===== config.mk =====
export PLATFORM = sky130hd
export DESIGN_NAME = eth_tx_framer
export DESIGN_NICKNAME = d
export VERILOG_FILES = /design/src/rtl/eth_tx_framer_pkg.sv /design/src/rtl/eth_crc32_byte.sv /design/src/rtl/eth_tx_framer.sv
export SDC_FILE = /design/constraint.sdc
export NUM_CORES = 1
export LEC_CHECK = 0
export CAP_MARGIN = 20
export CORE_ASPECT_RATIO = 0.5
export CORE_MARGIN = 1
export CORE_UTILIZATION = 24
export CTS_BUF_LIST = sky130_fd_sc_hd__clkbuf_8 sky130_fd_sc_hd__clkbuf_16
export CTS_CLUSTER_SIZE = 12
export DETAILED_ROUTE_END_ITERATION = 7
export GPL_TIMING_DRIVEN = 0
export SKIP_LAST_GASP = 1
export SLEW_MARGIN = 10
export SYNTH_ARGS = -nofsm -noshare
export SYNTH_HDL_FRONTEND = slang
export SYNTH_SLANG_ARGS = --single-unit

===== constraint.sdc =====
create_clock -name clk -period 2.3 [get_ports clk]
set_input_delay 0.46 -clock clk [delete_from_list [all_inputs] [get_ports clk]]
set_output_delay 0.46 -clock clk [all_outputs]
set_load 0.02 [all_outputs]

===== src/rtl/eth_tx_framer_pkg.sv =====
// Shared constants and types for the Ethernet transmit framer.
// Byte width, CRC-32 parameters, framing bytes and the framer state type.
package eth_tx_framer_pkg;

    localparam int DATALEN = 8;
    localparam int CRC_LEN = 32;
    localparam logic [CRC_LEN-1:0] CRC_POLY = 32'hEDB88320;

    localparam logic [DATALEN-1:0] PREAMBLE_BYTE = 8'h55;
    localparam logic [DATALEN-1:0] SFD_BYTE      = 8'hD5;
    localparam logic [CRC_LEN-1:0] CRC_INIT      = 32'hFFFFFFFF;
    localparam logic [CRC_LEN-1:0] CRC_RESIDUE   = 32'hDEBB20E3;

    typedef enum logic [2:0] {
        IDLE,
        PREAMBLE,
        SFD,
        DATA,
        PAD,
        FCS,
        IFG
    } tx_state_e;

    // FCS is the inverted register, sent least significant byte first
    function automatic logic [DATALEN-1:0] fcs_byte(
        input logic [CRC_LEN-1:0] crc,
        input logic [1:0]         idx
    );
        logic [CRC_LEN-1:0] f;
        f = ~crc;
        return f[{idx, 3'b000} +: DATALEN];
    endfunction

endpackage


===== src/rtl/eth_crc32_byte.sv =====
// One-byte-per-cycle reflected CRC-32 update (LSB-first).
// Passes the register through unchanged when not enabled.
module eth_crc32_byte
    import eth_tx_framer_pkg::*;
(
    input  logic               i_en,
    input  logic [CRC_LEN-1:0] i_crc,
    input  logic [DATALEN-1:0] i_byte,
    output logic [CRC_LEN-1:0] o_crc
);

    logic [CRC_LEN-1:0] w_c;

    always_comb begin
        w_c = i_crc ^ {{(CRC_LEN - DATALEN){1'b0}}, i_byte};
        for (int k = 0; k < DATALEN; k++) begin
            w_c = w_c[0] ? ((w_c >> 1) ^ CRC_POLY) : (w_c >> 1);
        end
        o_crc = i_en ? w_c : i_crc;
    end

endmodule


===== src/rtl/eth_tx_framer.sv =====
// Transmit framer: preamble, SFD, client bytes, pad, FCS, inter-frame gap.
// All PHY-side outputs are registered; s_ready is decoded from state.
module eth_tx_framer
    import eth_tx_framer_pkg::*;
#(
    parameter bit PAD_EN  = 1'b1,
    parameter int MIN_LEN = 60,
    parameter int MAX_LEN = 1514,
    parameter int IFG_LEN = 12
) (
    input  logic               clk,
    input  logic               rst,
    input  logic [DATALEN-1:0] s_data,
    input  logic               s_valid,
    input  logic               s_last,
    output logic               s_ready,
    output logic [DATALEN-1:0] txd,
    output logic               tx_en,
    output logic               tx_er,
    output logic               busy,
    output logic               frame_done,
    output logic               err_underrun,
    output logic               err_oversize
);

    localparam logic [10:0] MIN_CNT  = 11'(MIN_LEN);
    localparam logic [10:0] MAX_CNT  = 11'(MAX_LEN);
    localparam logic [7:0]  IFG_LAST = 8'(IFG_LEN - 1);

    tx_state_e          r_state;
    logic [CRC_LEN-1:0] r_crc;
    logic [10:0]        r_cnt;
    logic [2:0]         r_pcnt;
    logic [1:0]         r_fcnt;
    logic [7:0]         r_icnt;
    logic               r_ovf;
    logic [DATALEN-1:0] r_txd;
    logic               r_tx_en;
    logic               r_tx_er;
    logic               r_frame_done;
    logic               r_err_underrun;
    logic               r_err_oversize;

    logic [CRC_LEN-1:0] w_crc_next;
    logic [DATALEN-1:0] w_crc_byte;
    logic [10:0]        w_cnt_inc;
    logic               w_accept;
    logic               w_crc_en;
    logic               w_pad_needed;

    // Once oversize is flagged the client is stalled until the abort byte
    assign s_ready      = (r_state == DATA) && !r_ovf;
    assign w_accept     = s_ready && s_valid;
    assign w_crc_en     = w_accept || (r_state == PAD);
    assign w_crc_byte   = (r_state == PAD) ? '0 : s_data;
    assign w_cnt_inc    = r_cnt + 11'd1;
    assign w_pad_needed = PAD_EN && (w_cnt_inc < MIN_CNT);

    assign txd          = r_txd;
    assign tx_en        = r_tx_en;
    assign tx_er        = r_tx_er;
    assign busy         = (r_state != IDLE);
    assign frame_done   = r_frame_done;
    assign err_underrun = r_err_underrun;
    assign err_oversize = r_err_oversize;

    eth_crc32_byte u_crc (
        .i_en   (w_crc_en),
        .i_crc  (r_crc),
        .i_byte (w_crc_byte),
        .o_crc  (w_crc_next)
    );

    always_ff @(posedge clk) begin
        if (rst) begin
            r_state        <= IDLE;
            r_crc          <= CRC_INIT;
            r_cnt          <= '0;
            r_pcnt         <= '0;
            r_fcnt         <= '0;
            r_icnt         <= '0;
            r_ovf          <= 1'b0;
            r_txd          <= '0;
            r_tx_en        <= 1'b0;
            r_tx_er        <= 1'b0;
            r_frame_done   <= 1'b0;
            r_err_underrun <= 1'b0;
            r_err_oversize <= 1'b0;
        end else begin
            r_crc          <= w_crc_next;
            r_tx_er        <= 1'b0;
            r_frame_done   <= 1'b0;
            r_err_underrun <= 1'b0;
            r_err_oversize <= 1'b0;
            unique case (r_state)
                IDLE: begin
                    r_txd   <= '0;
                    r_tx_en <= 1'b0;
                    if (s_valid) begin
                        r_state <= PREAMBLE;
                        r_txd   <= PREAMBLE_BYTE;
                        r_tx_en <= 1'b1;
                        r_crc   <= CRC_INIT;
                        r_cnt   <= '0;
                        r_pcnt  <= 3'd1;
                        r_ovf   <= 1'b0;
                    end
                end
                PREAMBLE: begin
                    r_txd  <= PREAMBLE_BYTE;
                    r_pcnt <= r_pcnt + 3'd1;
                    if (r_pcnt == 3'd6) begin
                        r_state <= SFD;
                    end
                end
                SFD: begin
                    r_txd   <= SFD_BYTE;
                    r_state <= DATA;
                end
                DATA: begin
                    if (r_ovf || !s_valid) begin
                        r_txd          <= '0;
                        r_tx_er        <= 1'b1;
                        r_err_oversize <= r_ovf;
                        r_err_underrun <= !r_ovf;
                        r_icnt         <= '0;
                        r_state        <= IFG;
                    end else begin
                        r_txd <= s_data;
                        r_cnt <= w_cnt_inc;
                        if (s_last) begin
                            r_fcnt  <= '0;
                            r_state <= w_pad_needed ? PAD : FCS;
                        end else if (w_cnt_inc == MAX_CNT) begin
                            r_ovf <= 1'b1;
                        end
                    end
                end
                PAD: begin
                    r_txd <= '0;
                    r_cnt <= w_cnt_inc;
                    if (w_cnt_inc >= MIN_CNT) begin
                        r_fcnt  <= '0;
                        r_state <= FCS;
                    end
                end
                FCS: begin
                    r_txd  <= fcs_byte(r_crc, r_fcnt);
                    r_fcnt <= r_fcnt + 2'd1;
                    if (r_fcnt == 2'd3) begin
                        r_frame_done <= 1'b1;
                        r_icnt       <= '0;
                        r_state      <= IFG;
                    end
                end
                IFG: begin
                    r_txd   <= '0;
                    r_tx_en <= 1'b0;
                    r_icnt  <= r_icnt + 8'd1;
                    if (r_icnt == IFG_LAST) begin
                        r_state <= IDLE;
                    end
                end
                default: begin
                    r_state <= IDLE;
                end
            endcase
        end
    end

endmodule


==> metrics.txt, run 1 <==
max cap viols 0; Final Hold Viols 0; row count 37; final setup fails 0; pins over their slew limit 0; Leak Pwr 2.26 nW; Tmin final 2270 ps; pre-CTS setup slack -505 ps; xor/xnor cell area share of the yosys netlist 19.7%; simple logic cell fraction of the synthesized area 22.5%; post-synthesis mux area share 3.85%; Chip Width 207 um; fill cell count 2186; worst-path cell chain clkbuf_4, nor3_2, inv_1, clkdlybuf4s50_1; worst slew pin tran 755 ps; setup bufs post-CTS 0; Final ANT Viol Nets 0; post-synthesis register bit count 73; fin crit share 98.5%; Final WS setup 33.7 ps; Vias/cell 4.89; main flop type after synthesis dfxtp_1; CP Launch Type flip-flop; H-tree depth 3; register area 1460 um2; Worst EP arrival 1810 ps; all-layer global routing usage 13.8%; area of the multi-input gates 3350 um2; Clk Latency, worst-skew pair 340 ps; die height 104 um; IO Count 27; DP Wirelength 10.6 mm; vias in the first global route 4208; Slew headroom 49.7%; Worst Hold Class reg -> reg; DRT met1 WL 6.74 mm; GPL Wtd Cong 0.858; die area 21600 um2; unrepaired setup endpoints after global routing true; sequential share of the synthesized area 29.0%; Fmax 441 MHz; grt ovf 0; cell with the largest stage delay on the worst path clkdlybuf4s50_1; worst IR drop on VDD 0.350 mV; Initial Util 24.5%; Post-Synthesis Cells 593; total clock sinks 73; clock skew 6.23 ps; drt wl/cell 16.1 um; yosys warns 0; slowest cell delay on critical path 540 ps; core box area 20600 um2; largest net degree at the start of global routing 14; Reg clk slew, reported paths 60 ps; Pre-antenna DRT Iters 7; Adder-Cell Fraction of Synth Area 1.49%; CP Capture Type primary output; TritonCTS clock tree done; run status completed; Total Wirelength 14.6 mm; WP buf/inv 3; antenna violations before repair 0; Worst Path Max Fanout 10; Critical Path RT 1840 ps; Ant. Diodes 0; async set-reset flop share out of synthesis 0%; largest family of logic cells by synthesized area simple AND/OR/NAND/NOR gates; Final Hold Slack 498 ps; library cells used by synthesis 69; Compound-Gate Fraction of Synth Area 18.5%; syn nets 611; Clock Tree Buf Depth 2; global-route wire length before repair 22.9 mm; WS Path Type reg -> out; vias 4427; Met3 Wirelength 712 um; Port-buffer cells 23; Cell Count Post-Placement 889; CTS Buf Count 9; top routing layer used met4; Root Buffer clkbuf_16; share of layout cells above drive strength 1 12.3%; Post-Syn Area 5030 um2; DRT iter0 DRCs 456; # DRC 0; Setup TNS 0 ps; met2 wire length 6.90 mm; PD cells 850 nW/um2; count of flip-flops with a built-in enable after synthesis 0; CP top delay family buffers and inverters; nets 645; area growth from synthesis to layout 18.8%; Syn Area/Cell 8.49 um2; fin cells 905
through the flow:
| stage | utilization [%] | total power, mW | area, um2 |
|---|---|---|---|
| 2_1_floorplan | - | 2.97 | 5030 |
| 3_3_place_gp | 27.3 | 3.46 | 5610 |
| 3_5_place_dp | 27.3 | 3.47 | 5610 |
| 4_1_cts | 28.9 | 5.08 | 5950 |
| 5_1_grt | 29.1 | 5.33 | 5980 |
| 6_report | 29.1 | 5.08 | 5980 |
Yosys cell counts, drive strengths merged, types with 16 or more instances:
cell	n	share of area (%)
buf	19	2.3
nor2	83	6.2
dfxtp	73	29
nor3	17	1.9
o21ai	51	5.1
clkbuf	25	1.9
o211ai	19	3.0
xor2	25	4.6
xnor2	38	7.7
nand3	16	1.7
a21oi	31	3.3
nand2	57	4.7
cell type report:
class / instances / share of cell area (%)
Sequential cell: 73 / 24.5
Multi-Input combinational cell: 467 / 56.0
Buffer: 44 / 3.83
Clock inverter: 6 / 1.51
Tap cell: 273 / 5.71
Inverter: 9 / 0.565
Timing Repair Buffer: 23 / 3.89
Clock buffer: 10 / 4.00
worst register-to-register path, delay by kind of cell (launching register included):
family / cells / cell delay, ps
buffers and inverters: 3 / 610
AND/OR/NAND/NOR: 4 / 800
AO/OA/AOI/OAI: 2 / 340
flip-flops: 1 / 340
registers in the layout (all words and copies together), names as in the netlist, 2 cells and up:
signal,flops
r_cnt,11
r_crc,32
r_fcnt,2
r_icnt,8
r_pcnt,3
r_state,3
txd,8
layer usage:
metal  track usage, %  up-vias
li1                 -     2155
met1             18.5     2131
met2             22.4      114
met3             2.60       27
met4             4.43        0
met5                0        -
cell usage in the layout, fill, tap and decap left out, types with 9 or more instances in the layout:
| cell | synthesis | layout |
|---|---|---|
| nor2_1 | 82 | 82 |
| dfxtp_1 | 73 | 72 |
| nand2_1 | 54 | 54 |
| o21ai_0 | 35 | 35 |
| xnor2_1 | 34 | 34 |
| a21oi_1 | 30 | 30 |
| xor2_1 | 23 | 23 |
| clkdlybuf4s50_1 | 0 | 22 |
| clkbuf_1 | 25 | 19 |
| o211ai_1 | 17 | 17 |
| o21ai_1 | 16 | 16 |
| nand3_1 | 15 | 15 |
| nor3_1 | 15 | 14 |
| inv_1 | 9 | 9 |
| a211oi_1 | 9 | 9 |
| clkbuf_16 | 0 | 9 |
final timing paths:
path | start | to | slack (ps) | cells past startpoint
max | r_state[0] | busy | 30 | 4
min | r_crc[16] | r_crc[16] | 500 | 2
max reg2reg | r_state[2] | r_crc[23] | 100 | 9
min reg2reg | r_crc[16] | r_crc[16] | 500 | 2
repair_timing:
action / in CTS / in global routing
resized for setup: 6 / 18
pin swaps: 0 / 1
endpoints found under the setup margin: 35 / 44
hold buffers: 0 / 0
endpoints found under the hold margin: 0 / 0
power breakdown:
part           total [mW]  internal, mW  switching (mW)
sequential           1.48          1.37           0.106
clock                1.57         0.983           0.588
combinational        2.03         0.886            1.15
kinds of logic (layout without fill, tap and decap cells):
kind of cell / Yosys count / after routing
and+or+nand+nor: 229 / 229
AOI/OAI and AO/OA: 144 / 144
xor gates and xnor gates: 79 / 79
DFF: 73 / 73
buffers and inverters: 53 / 92
muxes: 9 / 9
adders and majority gates: 6 / 6
No activity file was read; power rests on OpenSTA's default activity.
==> inputs of run 2 (changes only) <==
Settings changed: RECOVER_POWER set to 50.
==> results of run 2 <==
Same layout as run 1: the final DEF is identical, and so are final timing and power.
==> inputs of run 3 (changes only) <==
Settings changed: CORE_MARGIN 1 to 5.
==> run 3 against run 2 <==
Global-route usage decreased by 1.9 points; cell count grew 0.22%; largest cell class unchanged; sequential power about the same; critical endpoint is now r_crc[23]; via count is 1.6% higher; clock power about the same; first-iteration DRC count decreased by 7.2%; count of clock-buffer cells in the layout did not move; hold slack better by 13 ps; clock skew grew 3.4 ps.
==> metrics.txt, run 3 (synthesis gave the netlist of run 1 again) <==
Clk Latency, worst-skew pair 340 ps (about the same); Worst EP arrival 2450 ps (+640 ps); register bank with the most flops r_crc; antenna violations before repair 0 (unchanged); die area 24100 um2 (+12%); Reg clk slew, reported paths 60 ps (about the same); all-layer global routing usage 12.0% (-1.9 points); unrepaired setup endpoints after global routing true; share of layout cells above drive strength 1 12.5% (+0.12 points); fill cell count 2128 (-2.7%); Slew headroom 52.5% (+2.9 points); Worst Path Max Fanout 8 (-2); max reg flops 32 (unchanged); fin crit share 96.4% (-2.1 points); commonest cells after routing, fill and taps aside nor2_1 (81), dfxtp_1 (72), nand2_1 (54), o21ai_0 (35), xnor2_1 (33); WP buf/inv 1 (-2); Final ANT Viol Nets 0 (unchanged); Root Buffer clkbuf_16; row count 37 (unchanged); Total Wirelength 14.5 mm (-0.47%); Critical Path RT 2530 ps (+690 ps); H-tree depth 3 (unchanged); pre-CTS setup slack -440 ps (+65.0 ps); Chip Width 215 um (+3.9%); CTS Buf Count 9 (unchanged); Leak Pwr 2.26 nW (about the same); worst slew pin tran 712 ps (-42.9 ps); slowest cell delay on critical path 610 ps (+70 ps); vias 4498 (+1.6%); Worst Hold Class reg -> reg; grt ovf 0 (unchanged); run status completed; die height 112 um (+7.7%); core box area 20600 um2 (+0.23%); DP Wirelength 10.8 mm (+1.3%); IO Count 27 (unchanged); worst IR drop on VDD 0.358 mV (+2.1%); PD cells 844 nW/um2 (-0.79%); total clock sinks 73 (unchanged); Clock Tree Buf Depth 2 (unchanged); r2r setup slk 90 ps (about the same); Pre-antenna DRT Iters 5 (-2); Fmax 451 MHz (+2.2%); nets 647 (+0.31%); # DRC 0 (unchanged); Setup TNS 0 ps (unchanged); max cap viols 0 (unchanged); TritonCTS clock tree done; drt wl/cell 16.0 um (-0.69%); biggest regs r_crc: 32 flops, r_cnt: 11 flops; largest net degree at the start of global routing 13 (-1); Final Hold Slack 511 ps (+13.4 ps); Ant. Diodes 0 (unchanged); CP Launch Type primary input; worst-path cell chain clkdlybuf4s50_1, xnor2_1, or3_4, nand2_8, xor3_2, a21oi_1, nor3_2; pins over their slew limit 0 (unchanged); Port-buffer cells 23 (unchanged); vias in the first global route 4260 (+1.2%); fin util 29.2% (+0.092 points); Initial Util 24.4% (-0.055 points); Vias/cell 4.96 (+1.4%); area growth from synthesis to layout 19.4%; Final Hold Viols 0 (unchanged); CP Capture Type flip-flop; Final WS setup 82.9 ps (+49.1 ps); CP top delay family buffers and inverters; WS Path Type in -> reg; DRT iter0 DRCs 423 (-7.2%); final setup fails 0 (unchanged); global-route wire length before repair 23.2 mm (+1.2%); clock skew 9.65 ps (+3.42 ps); GPL Wtd Cong 0.846 (-1.4%); Tmin final 2220 ps (-49.1 ps); cell with the largest stage delay on the worst path clkdlybuf4s50_1; most common cell after layout, fill and taps aside nor2_1
## run 3: final timing paths
kind	startpoint	to	cells after the start
worst min register to register	r_crc[11]	r_crc[11]	2
worst min-delay path	r_crc[11]	r_crc[11]	2
worst max-delay path	s_data[6]	r_crc[23]	7
worst max register to register	r_state[2]	r_crc[19]	7
## run 3: worst register-to-register path, stage by stage (launching register included)
cell      delay (ps)
dfxtp_1          330
buf_4            170
or3b_4           460
and3_1           210
o211ai_1         400
and2_1           230
xor2_1           190
o211ai_2          80
## run 3: repair_timing
action	4_1_cts	5_1_grt
pin swaps	0	2
gates cloned	0	0
gates resized for setup	7	20
endpoints found under the hold margin	0	0
setup endpoints to repair	29	27
hold buffers	0	0
buffers inserted	0	2
## run 3: cell type report
cell class	count	area, um2	share of cell area (%)
multi-input combinational	467	3370	56.1
sequential	73	1460	24.3
clock buffer	10	239	3.98
buffer	44	234	3.89
clock inverter	6	82.6	1.37
tap	273	342	5.68
timing repair buffer	25	244	4.06
inverter	9	33.8	0.562
## run 3: metrics by stage
step	cells	instance area (um2)	power, mW
2_1_floorplan	593	5030	2.97
5_1_grt	907	6010	5.33
3_3_place_gp	889	5610	3.45
6_report	907	6010	5.07
3_5_place_dp	889	5610	3.47
4_1_cts	905	5940	5.03
## run 3: power breakdown
| part | internal, mW | total (mW) | switching, mW |
|---|---|---|---|
| clock | 0.974 | 1.55 | 0.571 |
| combinational | 0.901 | 2.05 | 1.15 |
| sequential | 1.37 | 1.48 | 0.104 |
## run 3: layer usage
metal  track usage, %  wire [um]
met4             3.73        208
met5                0          0
met3             2.24        745
met2             20.1       6880
met1             15.8       6690
